===== src/rtl/exc_irq_controller.sv =====
// Interrupt/exception entry and return sequencer for the 5-stage pipeline.
// Optional feature: define IRQ_LATCH_EN to latch IRQ rising edges into per-line pending bits.
module exc_irq_controller #(
  parameter int NUM_IRQ = 4,
  parameter int HOLDOFF = 2
) (
  input  logic               clk,
  input  logic               reset,
  input  logic [NUM_IRQ-1:0] i_irq,
  input  logic               i_exc_undef,
  input  logic               i_eret,
  input  logic               i_id_valid,
  input  logic [31:0]        i_id_pc,
  input  logic               i_stall,
  input  logic               i_redirect,
  output logic               o_interrupt,
  output logic               o_exception,
  output logic [31:0]        o_epc,
  output logic [3:0]         o_cause,
  output logic [NUM_IRQ-1:0] o_irq_ack,
  output logic               o_in_handler
);

  localparam int CNT_W = (HOLDOFF > 1) ? $clog2(HOLDOFF) : 1;

  typedef enum logic [1:0] {
    S_IDLE    = 2'd0,
    S_HANDLER = 2'd1,
    S_RETURN  = 2'd2
  } state_t;

  state_t             r_state;
  state_t             w_state_nxt;
  logic [CNT_W-1:0]   r_cnt;
  logic [CNT_W-1:0]   w_cnt_nxt;
  logic [31:0]        r_epc;
  logic [3:0]         r_cause;
  logic [NUM_IRQ-1:0] r_irq_ack;

  logic [NUM_IRQ-1:0] w_req;
  logic [NUM_IRQ-1:0] w_onehot;
  logic [3:0]         w_idx;
  logic               w_take_ok;
  logic               w_interrupt;
  logic               w_exception;
  logic [NUM_IRQ-1:0] w_ack_mask;

`ifdef IRQ_LATCH_EN
  logic [NUM_IRQ-1:0] r_irq_d;
  logic [NUM_IRQ-1:0] r_pending;

  // A fresh rising edge on the cycle its line is acknowledged keeps the bit set.
  always_ff @(posedge clk) begin
    if (reset) begin
      r_irq_d   <= '0;
      r_pending <= '0;
    end else begin
      r_irq_d   <= i_irq;
      r_pending <= (r_pending & ~w_ack_mask) | (i_irq & ~r_irq_d);
    end
  end

  assign w_req = r_pending;
`else
  assign w_req = i_irq;
`endif

  // Lowest set index wins: scan high to low so the last hit is the winner.
  always_comb begin
    // NOTE: every combinational output gets a default first so no path can infer a latch.
    w_idx    = 4'd0;
    w_onehot = '0;
    for (int i = NUM_IRQ - 1; i >= 0; i--) begin
      if (w_req[i]) begin
        w_idx       = 4'(i);
        w_onehot    = '0;
        w_onehot[i] = 1'b1;
      end
    end
  end

  assign w_take_ok   = ~reset & (r_state == S_IDLE) & i_id_valid & ~i_stall & ~i_id_pc[31];
  assign w_exception = w_take_ok & i_exc_undef;
  // Redirect defers only interrupts: the ID PC may belong to a squashed path.
  assign w_interrupt = w_take_ok & ~i_exc_undef & ~i_redirect & (|w_req);
  assign w_ack_mask  = {NUM_IRQ{w_interrupt}} & w_onehot;

  always_comb begin
    w_state_nxt = r_state;
    w_cnt_nxt   = r_cnt;
    case (r_state)
      S_IDLE: begin
        if (w_exception || w_interrupt) w_state_nxt = S_HANDLER;
      end
      S_HANDLER: begin
        if (i_eret && i_id_valid && !i_stall) begin
          w_state_nxt = S_RETURN;
          w_cnt_nxt   = CNT_W'(HOLDOFF - 1);
        end
      end
      S_RETURN: begin
        if (r_cnt == '0) w_state_nxt = S_IDLE;
        else             w_cnt_nxt   = r_cnt - 1'b1;
      end
      default: w_state_nxt = S_IDLE;
    endcase
  end

  always_ff @(posedge clk) begin
    // NOTE: sequential state uses non-blocking assignments so every flop samples pre-edge values.
    if (reset) begin
      r_state   <= S_IDLE;
      r_cnt     <= '0;
      r_epc     <= '0;
      r_cause   <= '0;
      r_irq_ack <= '0;
    end else begin
      r_state   <= w_state_nxt;
      r_cnt     <= w_cnt_nxt;
      r_irq_ack <= w_ack_mask;
      if (w_exception) begin
        r_epc   <= i_id_pc + 32'd4;
        r_cause <= 4'hF;
      end else if (w_interrupt) begin
        // The ID instruction is flushed and re-executed after return.
        r_epc   <= i_id_pc;
        r_cause <= w_idx;
      end
    end
  end

  assign o_interrupt  = w_interrupt;
  assign o_exception  = w_exception;
  assign o_epc        = r_epc;
  assign o_cause      = r_cause;
  assign o_irq_ack    = r_irq_ack;
  assign o_in_handler = (r_state != S_IDLE);

endmodule


===== config.mk =====
export PLATFORM = sky130hd
export DESIGN_NAME = exc_irq_controller
export DESIGN_NICKNAME = d
export VERILOG_FILES = /design/src/rtl/exc_irq_controller.sv
export SDC_FILE = /design/constraint.sdc
export NUM_CORES = 1
export LEC_CHECK = 0
export ABC_CLOCK_PERIOD_IN_PS = 3600
export CAP_MARGIN = 0
export CORE_AREA = 5 5 74 76
export CTS_CLUSTER_DIAMETER = 80
export DETAILED_ROUTE_END_ITERATION = 10
export DIE_AREA = 0 0 79 81
export PLACE_DENSITY = 0.84
export RECOVER_POWER = 50
export SLEW_MARGIN = 20
export SYNTH_ARGS = -nofsm -noshare
export SYNTH_HDL_FRONTEND = slang
export SYNTH_SLANG_ARGS = --single-unit

===== constraint.sdc =====
create_clock -name clk -period 3.6 [get_ports clk]
set_input_delay 0.9 -clock clk [delete_from_list [all_inputs] [get_ports clk]]
set_output_delay 0.9 -clock clk [all_outputs]
set_load 0.05 [all_outputs]

After elaboration in Yosys (flattened, before gate mapping)
Index checks and enable logic that the tools add are counted.
{ "op_classes": {"reduce_logical": 11, "add_sub_neg": 2, "n_eq_ne": 5, "mux": 19, "n_bitwise": 14} }
{ "op_table": {"columns": ["operator", "n"], "rows": [
  ["32-bit two-way mux", 2],
  ["4-bit two-way mux", 9],
  ["32-bit by 3-bit adder with 32-bit output, second input constant", 1],
  ["1-bit bitwise AND", 8],
  ["2-bit two-way mux", 4],
  ["2-bit one-hot mux with 3 select lines", 1],
  ["2-bit nonzero test", 3],
  ["1-bit NOT", 5],
  ["4-bit bitwise AND", 1],
  ["2-bit != test, second input constant", 2],
  ["4-bit OR reduction", 1],
  ["3-bit AND reduction", 1],
  ["2-bit by 1-bit equality test with 1-bit output, second input constant", 1],
  ["2-bit equality test, second input constant", 1],
  ["1-bit logical AND", 2],
  ["2-bit logical NOT", 1],
  ["1-bit two-way mux", 2],
  ["2-bit by 1-bit != test with 1-bit output, second input constant", 1],
  ["1-bit one-hot mux with 2 select lines", 1],
  ["2-bit AND reduction", 1],
  ["1-bit logical NOT", 1],
  ["1-bit logical OR", 1],
  ["1-bit subtractor, second input constant", 1]
]} }
{ "totals": {"out_inout_bits": 43, "ff_bits": 43, "in_bits": 43} }

Longest topological paths before layout
{ "logic_depth": {"ltp_word": 11, "depth_mapped": 7, "mapped_depth_nobuf": 6} }

Worst setup path after synthesis
OpenSTA, ideal clock, no wires.
{ "synth_path": {"kind": "input port to output port", "from": "in reset", "to": "out o_interrupt", "arrival_time_ns": 3.362, "stages": 2, "setup_slack_ns": -0.662, "n_path_buf": 0, "path_cell_list": "or4_4 -> nor4b_1"} }
{ "synth_between": {"elab_chain_len": 8} }
{ "synth_lines": {"columns": ["element", "line_no", "text"], "rows": [
  ["from (decl)", "8", "input logic reset,"],
  ["1-bit NOT", "82", "assign w_take_ok = ~reset & (r_state == S_IDLE) & i_id_valid & ~i_stall & ~i_id_pc[31];"],
  ["1-bit bitwise AND (4 in a row)", "82", null],
  ["1-bit bitwise AND (3 in a row)", "85", "assign w_interrupt = w_take_ok & ~i_exc_undef & ~i_redirect & (|w_req);"],
  ["to (decl)", "16", "output logic o_interrupt,"]
]} }
No other way between the ends.

Worst setup path after layout
Ends and elaborated chain as after synthesis.

==> results.sh <==
export IMPL_timing_critical_path_from_type="input port"
export IMPL_timing_max_cap_violations=0
export IMPL_finalWirelength_mm=5.880
export IMPL_netlist_cell_types=44
export IMPL_synthDominantCellAreaShare_pct=38.91
export IMPL_synth_cells=263
export IMPL_grt_max_degree=28
export IMPL_routedWlPerCell_um=14.48
export IMPL_netlist_area_um2=2161
export IMPL_global_route_wire_length_before_repair_mm=10.01
export IMPL_synth_most_common_cell="dfxtp_1"
export IMPL_hpwlAfterDp_mm=4.619
export IMPL_critical_path_required_ns=2.70
export IMPL_drive_gt1_share_pct=8.239
export IMPL_floorplan_rows=25
export IMPL_clock_skew_ns=0.004227
export IMPL_num_antenna_cells=0
export IMPL_timing_slew_headroom_pct=63.52
export IMPL_avgViaCountPerCell=5.433
export IMPL_finalSetupViolCount=0
export IMPL_synth_top_cells_by_area="dfxtp_1, xnor2_1, nor2_1"
export IMPL_drc=0
export IMPL_async_reset_ff_share_pct=0
export IMPL_io_pins=86
export IMPL_worstPathArrival_ns=2.47
export IMPL_finalHoldViolations=0
export IMPL_grt_remaining_overflow=0
export IMPL_timing_final_crit_period_ns=3.369
export IMPL_final_setup_worst_slack_ns=0.2310
export IMPL_post_place_setup_slack_ns=0.2260
export IMPL_dr_pass1_iterations=4
export IMPL_synth_cells_most_frequent="dfxtp_1, nor2_1, nand2_1"
export IMPL_report_power_total_mw=1.026
export IMPL_chipHeight_um=81
export IMPL_cts_buffers_inserted=5
export IMPL_synth_net_count=307
export IMPL_place_port_buffers=85
export IMPL_edff_count_synth=0
export IMPL_final_nets=395
export IMPL_ctsHtreeMaxLevel=2
export IMPL_fin_crit_sh_pct=93.58
export IMPL_worst_path_maximum_fanout=5
export IMPL_tritoncts="built"
export IMPL_synth_area_leader_cell="dfxtp_1"
export IMPL_grt_use_total_pct=19.36
export IMPL_power_per_cell_area_nw_per_um2=319.0
export IMPL_die_width_um=79
export IMPL_crit_type="input port to primary output"
export IMPL_via_count=2206
export IMPL_least_margin_pin_slew_ns=0.5454
export IMPL_static_leakage_power_nw=1.225
export IMPL_clock_tree_root_cell="clkbuf_8"
export IMPL_detailedRoute_firstIterationViolations=101
export IMPL_fmax_ghz=0.2968
export IMPL_slew_violations=0
export IMPL_multiInputGateArea_um2=1224
export IMPL_syn_mean_instance_area_um2=8.216
export IMPL_fill_cells=397
export IMPL_design_die_area_um2=6399
export IMPL_synth_seq_cells=42
export IMPL_clock_transition_at_the_registers_of_the_reported_paths_ns=0.08
export IMPL_setup_tns_final_ns=0
export IMPL_yosysWarnings=0
export IMPL_start_util_pct=46.36
export IMPL_later_pin_clock_latency_in_the_skew_report_ns=0.29
export IMPL_ant_nets=0
export IMPL_floorplan_core_area_um2=4661
export IMPL_place_gp_congestion=0.8270
export IMPL_run_status="completed"
export IMPL_cts_hold_buffers_added=0
export IMPL_numClockSinks=42
export IMPL_worst_setup_ep_type="primary output"
export IMPL_clock_tree_buffer_depth=2
export IMPL_cts_repair_timing_setup_buffer_count=0
export IMPL_register_area_um2=840.8
export IMPL_postSynth_topFlopCell="dfxtp_1"
export IMPL_first_global_vias=2272
export IMPL_postCtsResizedCells=0
export IMPL_ys_seq_area_share_pct=38.91
export IMPL_timing_hold_worst_class="flip-flop to flip-flop"
export IMPL_grt_antenna_before_repair=0
export IMPL_rsz_0062_raised_after_global_routing="false"
export IMPL_synthToLayoutAreaGrowth_pct=48.93
export IMPL_irDropWorstVdd_mv=0.1820
-- layer usage --
layer  track usage (%)  vias up  wire length, um
met1             21.24      995             2354
met4             5.498        0               73
met5                 0        -                0
li1                  -     1128                -
met2             35.27       73             2943
met3             6.874       10              509
-- final timing paths --
| check | start | endpoint | cells after the start | slack (ns) |
|---|---|---|---|---|
| worst max register to register | r_state[0]$_SDFFE_PP0P_ | o_epc[27]$_SDFFE_PP0P_ | 5 | 1.26 |
| worst min register to register | o_epc[0]$_SDFFE_PP0P_ | o_epc[0]$_SDFFE_PP0P_ | 2 | 0.46 |
| worst min-delay path | o_epc[0]$_SDFFE_PP0P_ | o_epc[0]$_SDFFE_PP0P_ | 2 | 0.46 |
| worst max-delay path | reset | o_interrupt | 5 | 0.23 |
-- placed cells by master (no fill, tap or decap), types with 2 or more instances in the layout --
| cell type | n |
|---|---|
| clkdlybuf4s50_1 | 46 |
| dfxtp_1 | 42 |
| dlygate4sd3_1 | 37 |
| nor2_1 | 32 |
| nand2_1 | 22 |
| nor3_1 | 15 |
| xnor2_1 | 15 |
| a21oi_1 | 12 |
| nand3_1 | 11 |
| a211oi_1 | 10 |
| buf_4 | 10 |
| inv_1 | 9 |
| nor4_1 | 8 |
| o21ai_0 | 8 |
| nand3b_1 | 8 |
| and3_1 | 5 |
| clkbuf_8 | 5 |
| nand4_1 | 3 |
| xor2_1 | 3 |
| a21o_1 | 3 |
| or4_1 | 3 |
| a31oi_1 | 3 |
| or2_2 | 2 |
| nand2b_1 | 2 |
| or4_4 | 2 |
| o211ai_1 | 2 |
| or3_1 | 2 |
| and4_1 | 2 |
| nor4_4 | 2 |
| a211oi_2 | 2 |
| o311ai_0 | 2 |
| a32oi_1 | 2 |
| o22ai_1 | 2 |
| clkbuf_1 | 2 |
| buf_12 | 2 |
-- cell families after synthesis --
group,Yosys count,share of synthesized area [%]
adder cells (fa/ha/maj),1,0.5789
buffers and inverters,23,4.864
flip-flops,42,38.91
XOR/XNOR,18,7.296
AND/OR/NAND/NOR,128,32.37
AO/OA/AOI/OAI,51,15.98
-- area by class of cell --
| type | count | area share, % |
|---|---|---|
| Clock buffer | 7 | 2.372 |
| Multi-Input combinational cell | 198 | 38.02 |
| Clock inverter | 1 | 0.9331 |
| Inverter | 9 | 1.050 |
| Sequential cell | 42 | 26.13 |
| Timing Repair Buffer | 95 | 29.39 |
| Tap cell | 54 | 2.100 |
-- worst max-delay path, cell delays in order --
cell	delay, ns
clkdlybuf4s50_1	0.46
or4_4	0.54
nor4b_2	0.26
buf_4	0.18
buf_12	0.13
-- power by group --
part           total (mW)  switching (mW)  internal (mW)
clock network       0.362           0.154          0.208
registers           0.480         0.00532          0.475
logic               0.185           0.102         0.0826
total                1.03           0.261          0.765
-- stage by stage --
stage | hold WS, ns | std cells | cell area [um^2] | utilization, %
after floorplan | 0.4599 | 263 | 2167 | -
after global placement | 0.4450 | 398 | 3112 | 66.77
after detailed placement | 0.4488 | 398 | 3112 | 66.77
after CTS | 0.4603 | 406 | 3218 | 69.05
after global routing | 0.4732 | 406 | 3218 | 69.05
final | 0.4555 | 406 | 3218 | 69.05
-- state kept, by name (all words and copies together), names as in the netlist --
name and cells:
o_epc 32, o_irq_ack 4, o_cause 3, r_state 2, r_cnt 1
No activity file was read; power rests on OpenSTA's default activity.
